--- src/rtl/qos_pkg.sv ---
// Shared QoS datapath definitions: default widths and the drain-stage FSM states.
package qos_pkg;
  localparam int QOS_BW    = 6;
  localparam int QOS_CNT_W = 8;

  typedef enum logic {
    IDLE   = 1'b0,
    ACTIVE = 1'b1
  } lector_state_t;
endpackage

--- src/rtl/rr_arbiter2.sv ---
// Two-way round-robin arbiter; the pointer names the FIFO favoured on a tie.
import qos_pkg::*;

module rr_arbiter2 (
  input  logic       clk,
  input  logic       reset,
  input  logic [1:0] req,
  input  logic       adv,
  output logic [1:0] grant
);
  logic rr;

  always_comb begin
    grant = req;
    if (req == 2'b11) grant = rr ? 2'b10 : 2'b01;
  end

  // Whoever wins hands the next tie to the other side.
  always_ff @(posedge clk or posedge reset) begin
    if (reset)                        rr <= 1'b0;
    else if (adv && (grant != 2'b00)) rr <= grant[0];
  end
endmodule

--- src/rtl/lector_destinos.sv ---
// Drains D0/D1 FIFOs round-robin into one valid/ready stream tagged by destination.
// Optional per-destination delivery counters: define LECTOR_DEST_COUNTERS_EN.
import qos_pkg::*;

module lector_destinos #(
  parameter int BW    = QOS_BW,
  parameter int CNT_W = QOS_CNT_W
) (
  input  logic             clk,
  input  logic             reset,
  input  logic             D0_empty,
  input  logic             D1_empty,
  input  logic             D0_error_output,
  input  logic             D1_error_output,
  input  logic [BW-1:0]    D0_data_out,
  input  logic [BW-1:0]    D1_data_out,
  output logic             D0_rd,
  output logic             D1_rd,
  input  logic             sink_ready,
  output logic             out_valid,
  output logic [BW-1:0]    out_data,
  output logic             out_dest,
  output logic [CNT_W-1:0] count_D0,
  output logic [CNT_W-1:0] count_D1,
  output logic             idle_out
);
  logic [1:0]    req, grant, occ;
  logic          skid_valid, skid_dest, pending, pend_dest;
  logic [BW-1:0] skid_data, new_data;
  logic          consume, can_issue, issue, out_free;
  lector_state_t state, state_nxt;

  assign req       = {~D1_empty & ~D1_error_output, ~D0_empty & ~D0_error_output};
  assign consume   = out_valid & sink_ready;
  assign out_free  = ~out_valid | sink_ready;
  assign occ       = {1'b0, out_valid} + {1'b0, skid_valid} + {1'b0, pending};
  // A full pair may still pop if the head leaves this cycle: a slot frees before data lands.
  assign can_issue = (occ <= 2'd1) | ((occ == 2'd2) & consume);
  assign issue     = can_issue & (|req) & ~reset;
  assign D0_rd     = issue & grant[0];
  assign D1_rd     = issue & grant[1];
  assign new_data  = pend_dest ? D1_data_out : D0_data_out;

  rr_arbiter2 u_arb (
    .clk   (clk),
    .reset (reset),
    .req   (req),
    .adv   (issue),
    .grant (grant)
  );

  always_ff @(posedge clk or posedge reset) begin
    if (reset) begin
      out_valid  <= 1'b0;
      out_data   <= '0;
      out_dest   <= 1'b0;
      skid_valid <= 1'b0;
      skid_data  <= '0;
      skid_dest  <= 1'b0;
      pending    <= 1'b0;
      pend_dest  <= 1'b0;
    end else begin
      pending <= issue;
      if (issue) pend_dest <= grant[1];
      if (out_free) begin
        // Skid is older than the arriving word, so it moves up first.
        if (skid_valid) begin
          out_valid  <= 1'b1;
          out_data   <= skid_data;
          out_dest   <= skid_dest;
          skid_valid <= pending;
          if (pending) begin
            skid_data <= new_data;
            skid_dest <= pend_dest;
          end
        end else if (pending) begin
          out_valid <= 1'b1;
          out_data  <= new_data;
          out_dest  <= pend_dest;
        end else begin
          out_valid <= 1'b0;
        end
      end else if (pending) begin
        skid_valid <= 1'b1;
        skid_data  <= new_data;
        skid_dest  <= pend_dest;
      end
    end
  end

`ifdef LECTOR_DEST_COUNTERS_EN
  logic [CNT_W-1:0] cnt0, cnt1;

  always_ff @(posedge clk or posedge reset) begin
    if (reset) begin
      cnt0 <= '0;
      cnt1 <= '0;
    end else if (consume) begin
      if (out_dest) cnt1 <= cnt1 + CNT_W'(1);
      else          cnt0 <= cnt0 + CNT_W'(1);
    end
  end

  assign count_D0 = cnt0;
  assign count_D1 = cnt1;
`else
  assign count_D0 = '0;
  assign count_D1 = '0;
`endif

  always_ff @(posedge clk or posedge reset) begin
    if (reset) state <= IDLE;
    else       state <= state_nxt;
  end

  always_comb begin
    state_nxt = state;
    case (state)
      IDLE:    if (|req) state_nxt = ACTIVE;
      ACTIVE:  if (~(|req) && (occ == 2'd0)) state_nxt = IDLE;
      default: state_nxt = IDLE;
    endcase
  end

  assign idle_out = (state == IDLE);
endmodule

--- config.mk ---
export PLATFORM = sky130hd
export DESIGN_NAME = lector_destinos
export DESIGN_NICKNAME = d
export VERILOG_FILES = /design/src/rtl/qos_pkg.sv /design/src/rtl/rr_arbiter2.sv /design/src/rtl/lector_destinos.sv
export SDC_FILE = /design/constraint.sdc
export NUM_CORES = 1
export LEC_CHECK = 0
export CORE_MARGIN = 5
export CORE_UTILIZATION = 30
export CTS_BUF_LIST = sky130_fd_sc_hd__clkbuf_8
export CTS_CLUSTER_SIZE = 16
export DETAILED_ROUTE_END_ITERATION = 8
export PLACE_DENSITY = 0.63
export SYNTH_ARGS = -nofsm -noshare
export SYNTH_HDL_FRONTEND = slang
export SYNTH_SLANG_ARGS = --single-unit
export TNS_END_PERCENT = 20
--- constraint.sdc ---
create_clock -name clk -period 4.12 [get_ports clk]
set_clock_uncertainty 0.15 [all_clocks]
set_input_delay 0.618 -clock clk [delete_from_list [all_inputs] [get_ports clk]]
set_output_delay 0.618 -clock clk [all_outputs]
set_load 0.1 [all_outputs]
# ---- Word level (Yosys, flattened, before mapping)
# Cells that the tools add are included.
dict set report totals {
  ff_bits 20
  inputBits 19
  out_inout_bits 27
  elab_cells 63
}
dict set report classes {
  n_addsub 2
  magnitude_cmp 1
  n_eq_ne 3
  n_mux 21
  bitwise_logic 18
  reduce_logical 8
}
# operator n
set op_table {}
lappend op_table {{$mux W6} 6}
lappend op_table {{$mux W1} 12}
lappend op_table {{$and A1 B1 Y1} 8}
lappend op_table {{$not A1 Y1} 8}
lappend op_table {{$reduce_bool A2 Y1} 3}
lappend op_table {{$eq A2 B2 Y1 const B} 2}
lappend op_table {{$mux W2} 2}
lappend op_table {{$add A1 B1 Y2} 1}
lappend op_table {{$add A2 B1 Y2} 1}
lappend op_table {{$le A2 B1 Y1 const B} 1}
lappend op_table {{$logic_and A1 B1 Y1} 2}
lappend op_table {{$logic_not A2 Y1} 1}
lappend op_table {{$ne A2 B2 Y1 const B} 1}
lappend op_table {{$or A1 B1 Y1} 2}
lappend op_table {{$pmux W1 S2} 1}
lappend op_table {{$reduce_and A2 Y1} 1}
lappend op_table {{$reduce_or A2 Y1} 1}

# ---- Longest topological paths before layout
# Gate-level depths: netlist (run 1).
dict set report depth {
  ltp_word 8
  ltp_mapped 4
  mapped_depth_nobuf 4
}

# ---- By module
# From an unflattened synthesis (run 1), not the netlist that was laid out.
dict set report hier_totals {
  cells_unflattened 107
  area_unflattened_um2 1147.4
}
# mod n_inst cells_each area_each_um2 seq_area_each_um2
set modules_own_cells {}
lappend modules_own_cells {lector_destinos 1 100 1088.5 475.5}
lappend modules_own_cells {rr_arbiter2 1 7 58.8 25.0}

# ---- Worst setup path after synthesis (run 1)
# Ideal clock, no wire load.
dict set report synth_timing {
  path_type {reg2out}
  start {register out_valid}
  end {output D0_rd}
  arrival_ns 4.060
  required_ns 3.352
  setup_slack_ns -0.708
  stages_incl_launch_ff 5
  path_buffers 0
  path_cell_list {dfrtp_1 -> fa_1 -> nand3b_2 -> a21o_1 -> nor3_1}
}
dict set report synth_between {
  elab_chain_cells 8
  word_cells_on_any_way 10
  cone_classes {add/sub (2); order compare (1); eq/ne (1); bitwise (6)}
}
# element line
set synth_rtl {}
lappend synth_rtl {{start, declared} lector_destinos.sv:20} ;# output logic out_valid,
lappend synth_rtl {{start signal, assigned} lector_destinos.sv:54} ;# out_valid <= 1'b0;
lappend synth_rtl {{start signal, assigned} lector_destinos.sv:68} ;# out_valid <= 1'b1;
lappend synth_rtl {{start signal, assigned} lector_destinos.sv:77} ;# out_valid <= 1'b1;
lappend synth_rtl {{$add A1 B1 Y2} lector_destinos.sv:36} ;# assign occ = {1'b0, out_valid} + {1'b0, skid_valid} + {1'b0, pending};
lappend synth_rtl {{$add A2 B1 Y2} lector_destinos.sv:36}
lappend synth_rtl {{$eq A2 B2 Y1} lector_destinos.sv:38} ;# assign can_issue = (occ <= 2'd1) | ((occ == 2'd2) & consume);
lappend synth_rtl {{$and A1 B1 Y1} lector_destinos.sv:38}
lappend synth_rtl {{$or A1 B1 Y1 *} lector_destinos.sv:38}
lappend synth_rtl {{$and A1 B1 Y1 * (2 in a row)} lector_destinos.sv:39} ;# assign issue = can_issue & (|req) & ~reset;
lappend synth_rtl {{$and A1 B1 Y1 *} lector_destinos.sv:40} ;# assign D0_rd = issue & grant[0];
lappend synth_rtl {{end, declared} lector_destinos.sv:17} ;# output logic D0_rd,
# Mark *: on every way between the ends. The rest lies on a longest branch, timed or not.

# ---- Worst setup path in the final report (run 1)
dict set report layout_timing {
  start {register skid_valid}
  end {output D1_rd}
}
dict set report layout_between {
  elab_chain_cells 8
  word_cells_on_any_way 9
  cone_classes {add/sub (2); order compare (1); eq/ne (1); bitwise (5)}
}
# element line
set layout_rtl {}
lappend layout_rtl {{start, declared} lector_destinos.sv:28} ;# logic skid_valid, skid_dest, pending, pend_dest;
lappend layout_rtl {{start signal, assigned} lector_destinos.sv:71} ;# skid_valid <= pending;
lappend layout_rtl {{$add A1 B1 Y2 *} lector_destinos.sv:36}
lappend layout_rtl {{$add A2 B1 Y2 *} lector_destinos.sv:36}
lappend layout_rtl {{$eq A2 B2 Y1} lector_destinos.sv:38}
lappend layout_rtl {{$and A1 B1 Y1} lector_destinos.sv:38}
lappend layout_rtl {{$or A1 B1 Y1 *} lector_destinos.sv:38}
lappend layout_rtl {{$and A1 B1 Y1 * (2 in a row)} lector_destinos.sv:39}
lappend layout_rtl {{$and A1 B1 Y1 *} lector_destinos.sv:41} ;# assign D1_rd = issue & grant[1];
lappend layout_rtl {{end, declared} lector_destinos.sv:18} ;# output logic D1_rd,
# Marked as above.

==> flow_summary.ini, run 1 <==
[yosys]
synth_top_family_by_area = multiplexers
seq_area_frac_synth_pct = 43.9
ys_async_sr_fraction_pct = 100
synth_top_area_share_pct = 43.9
synthSimpleGateAreaFrac_pct = 6.14
synthAdderAreaFrac_pct = 2.63
synth_mux_area_share_pct = 19.0
yosys_warnings = 0
synth_area_um2 = 1140
synthTopCellsByArea = dfrtp_1 (44%), mux2_2 (13%), buf_4 (11%), o21ai_0 (6.6%), mux2i_1 (6.1%)
synth_edf_count = 0
netlist_instances = 99
yosys.area.top_type = dfrtp_1
synth.avg_cell_area_um2 = 11.5
synth.distinct_cells = 27
ys.flop_type = dfrtp_1
synth-compound-area-share_pct = 13.5
synthXorXnorAreaFrac_pct = 0
ys_ff_latch = 20

[clocking]
cts_tree = yes
cts_buffer_depth = 2
cts_root_buffer = clkbuf_8
clk_latency_ns = 0.26
cts_resized = 0
clock_sinks = 20
cts_buffers = 3
path_clk_slew_ns = 0.07
cts_setup_buffers = 0
htreeDepth = 1
cts_hold_buf = 0

[placed_design]
hpwl_um = 1670
gp_congestion = 0.759
portBuffers = 29
dp_cells = 171

[cells_and_area]
n_antenna_cell = 0
final_cells = 175
finish.net_count = 148
ff_latch_area_um2 = 500
drive_gt1_share_pct = 20.5
num-fill-cells = 358
syn2layout_area_growth_pct = 26.9
multi_input_area_um2 = 536

[setup_path]
crit_path_max_incr_delay_ns = 0.72
crit_slowest_cell = dfrtp_1
required_ns = 3.35
arrival_ns = 2.53
worstSetupPathType = reg -> out
cp_max_fo = 12
r2r-start = skid_valid$_DFFE_PP0P_
critPathLaunchType = register
startpoint = skid_valid$_DFFE_PP0P_
end_kind = primary output
path_cells = fa_1, nand3b_2, a211oi_2, o21a_1, buf_4

[floorplan]
die_w_um = 71.7
die_height_um = 71.7
floorplan.initialDensity_pct = 31.2
coreArea_um2 = 3660
rows = 22
ios = 46
die_area_um2 = 5140

[grt]
grt_pass1_vias = 751
grt_max_degree = 21
antenna_found_initial = 0
grt_pass1_wl_um = 3340
grt_overflow = 0
grt_usage_pct = 8.20

[timing]
fin_crit_sh_pct = 80.0
rsz0062_at_grt = no
setup-tns-final_ns = 0
finalHoldViolations = 0
clock.fmax_mhz = 304
final-setup-viol-count = 0
period_minus_slack_ns = 3.29
slew_viol_final = 0
slew_headroom_pct = 34.7
worst_pin_slew_ns = 0.977

[pwr]
p_leak_nw = 0.607
powerDensity_nw_per_um2 = 676
peakVddDrop_v = 0.000200
power_w = 0.000978

[route]
drtAntennaViolNets = 0
drc = 0
wire_per_inst_um = 12.0
routed_via_density = 4.40
wl_um = 2090
vias = 770
drt_pass1_iterations = 3
first_iter_violations = 17

[hold_path]
holdCritPathClass = reg -> reg
hold_path.startpoint = skid_data[2]$_DFFE_PP0P_

[flow_run]
maxCapViolations = 0

[status]
status = completed
[state kept, by name (all words and copies together), names as in the netlist]
register    count
out_data        6
pending         1
pend_dest       1
out_valid       1
skid_dest       1
out_dest        1
u_arb.rr        1
skid_valid      1
skid_data       6
state           1
[cells by family (layout without fill, tap and decap cells)]
family	Yosys count	after routing
AOI/OAI and AO/OA	23	23
adders and majority gates	2	2
buffers and inverters	23	36
DFF	20	20
muxes	20	20
other	1	16
and+or+nand+nor	10	10
[worst max-delay path, delay by kind of cell, from the launching register on]
family / cells / cell delay, ns
adder cells (fa/ha/maj): 1 / 0.53
AND/OR/NAND/NOR: 1 / 0.25
flip-flops: 1 / 0.72
AO/OA/AOI/OAI: 2 / 0.50
buffers and inverters: 1 / 0.28
[cells in the mapped netlist (all sizes together), types with 2 or more instances]
master	instances
or2	3
buf	20
nor2	2
inv	3
mux2i	7
o21ai	17
dfrtp	20
mux2	13
[metal layers]
metal | part of all wire, % | vias up | track usage, %
li1 | - | 371 | -
met1 | 38 | 370 | 9.08
met2 | 54 | 27 | 14.7
met3 | 7.9 | 2 | 3.65
met4 | 0.24 | 0 | 1.25
met5 | 0 | - | 0
[power by group]
group	internal, W	total [W]	switching (W)
Combinational	0.000139	0.000513	0.000374
Clock	0.0000850	0.000147	0.0000622
Sequential	0.000269	0.000318	0.0000490
Total	0.000493	0.000978	0.000485
[layout by cell type (no fill, tap or decap), types with 2 or more instances in the layout]
| cell | netlist | layout |
|---|---|---|
| clkdlybuf4s50_1 | 0 | 27 |
| dfrtp_1 | 20 | 20 |
| conb_1 | 1 | 16 |
| o21ai_0 | 15 | 15 |
| mux2_2 | 13 | 13 |
| mux2i_1 | 7 | 7 |
| clkbuf_8 | 0 | 4 |
| inv_1 | 3 | 3 |
| or2_1 | 2 | 2 |
| nor2_1 | 2 | 2 |
| buf_4 | 17 | 2 |
[per-stage QoR]
stage | util (%) | setup WS [ns] | cell area, µm² | hold WS [ns]
2_1_floorplan | - | 0.133 | 1200 | 0.329
3_3_place_gp | 38.0 | 1.15 | 1390 | 0.340
3_5_place_dp | 38.0 | 1.10 | 1390 | 0.346
4_1_cts | 39.5 | 0.809 | 1450 | 0.362
5_1_grt | 39.5 | 0.677 | 1450 | 0.377
6_report | 39.5 | 0.826 | 1450 | 0.360
[cell type report]
class	instances	area share [%]
tap	48	4.15
inverter	3	0.778
clock buffer	4	3.80
timing repair buffer	29	19.7
multi-input combinational	71	37.0
sequential	20	34.6
[final timing paths]
kind	cells past startpoint	slack [ns]	end
min in group asynchronous	2	0.75	state$_DFF_PP0_
setup reg to reg	4	1.78	pend_dest$_DFFE_PP0P_
hold / removal	1	0.36	skid_data[2]$_DFFE_PP0P_
setup / recovery	5	0.83	D1_rd
hold reg to reg	1	0.36	skid_data[2]$_DFFE_PP0P_
max in group asynchronous	2	2.60	out_data[4]$_DFFE_PP0P_
Note: power is estimated with default switching activity, not from simulation.
==> run 2: changes to the inputs <==
==> constraint.sdc (replaced) <==
create_clock -name clk -period 3.3 [get_ports clk]
set_clock_uncertainty 0.15 [all_clocks]
set_input_delay 0.495 -clock clk [delete_from_list [all_inputs] [get_ports clk]]
set_output_delay 0.495 -clock clk [all_outputs]
set_load 0.1 [all_outputs]
==> flow_summary.ini, run 2 (same netlist as run 1, synthesis figures left out) <==
[route]
drtAntennaViolNets = 0
vias = 757
wl_um = 2120
routed_via_density = 4.30
wire_per_inst_um = 12.0
drc = 0
first_iter_violations = 14
drt_pass1_iterations = 2

[cells_and_area]
final_common_cell = dfrtp_1
syn2layout_area_growth_pct = 28.4
final_util_pct = 40.0
top_regs = out_data x6, skid_data x6
finish.net_count = 149
final_cell_mix = dfrtp_1 (20), clkdlybuf4s50_1 (18), conb_1 (16)
n_antenna_cell = 0
num-fill-cells = 360
drive_gt1_share_pct = 28.9

[floorplan]
coreArea_um2 = 3660
rows = 22
die_height_um = 71.7
ios = 46
die_area_um2 = 5140
die_w_um = 71.7
floorplan.initialDensity_pct = 31.2

[timing]
rsz0062_at_grt = no
final-setup-viol-count = 0
clock.fmax_mhz = 358
period_minus_slack_ns = 2.79
worst_slack_ns = 0.508
fin_crit_sh_pct = 84.6
slew_viol_final = 0
slew_headroom_pct = 51.3
worst_pin_slew_ns = 0.729
finalHoldViolations = 0

[pwr]
peakVddDrop_v = 0.000523
p_leak_nw = 0.633
powerDensity_nw_per_um2 = 828

[grt]
grt_usage_pct = 8.59
grt_pass1_vias = 740
grt_max_degree = 21
antenna_found_initial = 0
grt_overflow = 0
grt_pass1_wl_um = 3510

[clocking]
cts_buffer_depth = 2
cts_hold_buf = 0
cts_resized = 0
clock_sinks = 20
cts_buffers = 3
path_clk_slew_ns = 0.07
cts_tree = yes
cts_setup_buffers = 0
clk_latency_ns = 0.25
cts_root_buffer = clkbuf_8
htreeDepth = 1

[placed_design]
hpwl_um = 1680
dpl_worst_slack_ns = 0.766
portBuffers = 29
gp_congestion = 0.711

[setup_path]
path_buf_inv = 1
cp_max_fo = 5
critPathLaunchType = register
path_cells = fa_1, nand3b_2, a211oi_2, o21a_2, buf_12
path_delay_family = compound AO/OA/AOI/OAI gates
worstSetupPathType = reg -> out
crit_slowest_cell = dfrtp_1
required_ns = 2.65
end_kind = primary output
crit_path_max_incr_delay_ns = 0.47
arrival_ns = 2.15

[flow_run]
maxCapViolations = 0

[status]
status = completed

[hold_path]
holdCritPathClass = reg -> reg
## run 2: cell count changes in the layout (fill, tap and decap cells not counted), sizes merged
| cell | delta |
|---|---|
| clkdlybuf4s50 | -9 |
| buf | +10 |
## run 2: worst paths after layout
check                      depth (start not counted)                     start                        to  slack (ns)
max in group asynchronous                          2                     reset  skid_data[1]$_DFFE_PP0P_        1.93
setup / recovery                                   5         pending$_DFF_PP0_                     D1_rd        0.51
min in group asynchronous                          2                     reset           state$_DFF_PP0_        0.62
setup reg to reg                                   4         pending$_DFF_PP0_     pend_dest$_DFFE_PP0P_        1.26
hold / removal                                     1  skid_data[2]$_DFFE_PP0P_  skid_data[2]$_DFFE_PP0P_        0.36
hold reg to reg                                    1  skid_data[2]$_DFFE_PP0P_  skid_data[2]$_DFFE_PP0P_        0.36
## run 2: routing by layer
| layer | global-route usage, % | wire length (µm) | part of all wire (%) |
|---|---|---|---|
| met3 | 2.38 | 156 | 7.4 |
| met2 | 13.7 | 1010 | 48 |
| met4 | 2.51 | 21 | 0.99 |
| met1 | 11.3 | 928 | 44 |
| met5 | 0 | 0 | 0 |
## run 2: area by class of cell
cell class	count	area, µm²	area share, %
multi-input combinational	71	543	37.1
sequential	20	500	34.2
timing repair buffer	30	295	20.2
tap	48	60.1	4.10
clock buffer	4	55.1	3.76
inverter	3	11.3	0.769
## run 2: power breakdown
| group | internal [W] | switching, W |
|---|---|---|
| logic | 0.000165 | 0.000473 |
| clock network | 0.000106 | 0.0000756 |
| registers | 0.000335 | 0.0000585 |
| total | 0.000606 | 0.000607 |
## run 2: worst register-to-register path, delay by kind of cell (launching register included)
family	cells	cell delay [ns]
adder cells (fa/ha/maj)	1	0.46
flip-flops	1	0.47
AO/OA/AOI/OAI	2	0.59
AND/OR/NAND/NOR	1	0.25
## run 2: stage by stage
| stage | hold WS, ns | cell area, µm² | std cells | total power (W) | TNS [ns] |
|---|---|---|---|---|---|
| floorplan | 0.309 | 1210 | 114 | 0.000924 | -0.163 |
| global placement | 0.337 | 1410 | 172 | 0.00103 | 0 |
| detailed placement | 0.347 | 1410 | 172 | 0.00104 | 0 |
| CTS | 0.363 | 1470 | 176 | 0.00122 | 0 |
| global route | 0.378 | 1470 | 176 | 0.00128 | 0 |
| finish | 0.359 | 1470 | 176 | 0.00121 | 0 |
==> run 3: changes to the inputs <==
--- a/config.mk
+++ b/config.mk
@@ -10,7 +10,7 @@
 export CTS_BUF_LIST = sky130_fd_sc_hd__clkbuf_8
 export CTS_CLUSTER_SIZE = 16
 export DETAILED_ROUTE_END_ITERATION = 8
-export PLACE_DENSITY = 0.63
+export PLACE_DENSITY = 0.65
 export SYNTH_ARGS = -nofsm -noshare
 export SYNTH_HDL_FRONTEND = slang
 export SYNTH_SLANG_ARGS = --single-unit
==> constraint.sdc (replaced) <==
create_clock -name clk -period 2.3 [get_ports clk]
set_clock_uncertainty 0.15 [all_clocks]
set_input_delay 0.345 -clock clk [delete_from_list [all_inputs] [get_ports clk]]
set_output_delay 0.345 -clock clk [all_outputs]
set_load 0.1 [all_outputs]
==> flow_summary.ini, run 3 (same netlist as run 1, synthesis figures left out) <==
[status]
status = complete, but fails checks
violations = setup timing

[cells_and_area]
num-fill-cells = 347
n_antenna_cell = 0
top_regs = out_data x6, skid_data x6
final_util_pct = 41.8
final_common_cell = dfrtp_1
final_cell_mix = dfrtp_1 (19), clkdlybuf4s50_1 (18), buf_4 (17)
drive_gt1_share_pct = 33.3
syn2layout_area_growth_pct = 34.1
finish.net_count = 156

[timing]
finalHoldViolations = 0
slew_headroom_pct = 49.8
final-setup-viol-count = 2
rsz0062_at_grt = yes
clock.fmax_mhz = 405
fin_crit_sh_pct = 107
worst_slack_ns = -0.169
worst_pin_slew_ns = 0.752
period_minus_slack_ns = 2.47
slew_viol_final = 0

[route]
first_iter_violations = 12
vias = 808
wire_per_inst_um = 12.3
drt_pass1_iterations = 3
routed_via_density = 4.42
wl_um = 2260
drtAntennaViolNets = 0
drc = 0

[clocking]
cts_buffer_depth = 2
htreeDepth = 1
path_clk_slew_ns = 0.07
cts_buffers = 3
clock_sinks = 20
clk_latency_ns = 0.25
cts_hold_buf = 0
cts_root_buffer = clkbuf_8
cts_resized = 0
cts_tree = yes

[setup_path]
crit_slowest_cell = dfrtp_4
r2r_slack_ns = 0.16
cp_max_fo = 3
worstSetupPathType = reg -> out
arrival_ns = 1.97
timing.rr.end = pend_dest$_DFFE_PP0P_
r2r-start = out_valid$_DFFE_PP0N_
required_ns = 1.80
critPathLaunchType = register
end_kind = primary output
path_cells = fa_1, nand3b_4, a211oi_2, o21a_2, buf_12
reg2reg_depth = 8
crit_path_max_incr_delay_ns = 0.48

[pwr]
peakVddDrop_v = 0.000353
p_leak_nw = 0.678
powerDensity_nw_per_um2 = 1150

[grt]
grt_usage_pct = 8.92
grt_overflow = 0
grt_pass1_wl_um = 3650
antenna_found_initial = 0
grt_max_degree = 21
grt_pass1_vias = 830

[placed_design]
portBuffers = 29
hpwl_um = 1730
dpl_worst_slack_ns = 0.0339
gp_congestion = 0.847

[floorplan]
rows = 22
ios = 46
floorplan.initialDensity_pct = 31.2
die_height_um = 71.7
coreArea_um2 = 3660
die_area_um2 = 5140
die_w_um = 71.7

[hold_path]
whs_path_depth = 1
holdPathEnd = skid_data[0]$_DFFE_PP0P_
hold_path.startpoint = skid_data[0]$_DFFE_PP0P_
holdCritPathClass = reg -> reg

[flow_run]
maxCapViolations = 0
## run 3: cell count changes in the layout (fill, tap and decap cells not counted), sizes merged
cell,before,now
buf,12,19
## run 3: worst max path at each step
stage / to / from / depth (start not counted) / slack, ns
after floorplan: D0_rd / out_valid$_DFFE_PP0N_ / 4 / -0.49
after global placement: D0_rd / out_valid$_DFFE_PP0N_ / 5 / 0.08
after detailed placement: D1_rd / out_valid$_DFFE_PP0N_ / 5 / 0.03
after CTS: D1_rd / out_valid$_DFFE_PP0N_ / 5 / -0.17
after global routing: D1_rd / out_valid$_DFFE_PP0N_ / 5 / -0.25
final: D1_rd / out_valid$_DFFE_PP0N_ / 5 / -0.17
## run 3: metal layers
layer	share of wire [%]	track usage, %
met5	0	0
met4	1.7	4.59
met2	56	17.2
met3	4.6	1.40
met1	37	9.05
## run 3: cell type report
cell class                 instances  area, µm²  share of cell area (%)
timing repair buffer              37        348                    22.7
multi-input combinational         71        552                    36.1
tap                               48       60.1                    3.92
clock buffer                       4       55.1                    3.60
sequential                        20        504                    33.0
inverter                           3       11.3                   0.736
## run 3: per-stage QoR
step	cells	hold WS [ns]	TNS (ns)	total power (W)	instance area, µm²
6_report	183	0.360	-0.336	0.00176	1530
5_1_grt	183	0.391	-0.489	0.00185	1530
4_1_cts	183	0.360	-0.333	0.00178	1530
3_5_place_dp	175	0.344	0	0.00151	1450
3_3_place_gp	175	0.337	0	0.00150	1450
2_1_floorplan	114	0.159	-0.796	0.00133	1220
## run 3: timing repair
item | 4_1_cts | 5_1_grt
setup buffers | 4 | 0
gates cloned | 0 | 0
setup endpoints to repair | 2 | 2
pin swaps | 4 | 0
## run 3: worst max-delay path: cells and delay by family, from the launching register on
kind	cells	cell delay, ns
simple gates	1	0.19
compound gates	2	0.42
flops	1	0.48
buf+inv	1	0.17
fa+ha+maj	1	0.46
## run 3: power breakdown
part	internal [W]	switching (W)
Clock	0.000152	0.000109
Combinational	0.000251	0.000689
Sequential	0.000483	0.0000791
Total	0.000886	0.000876
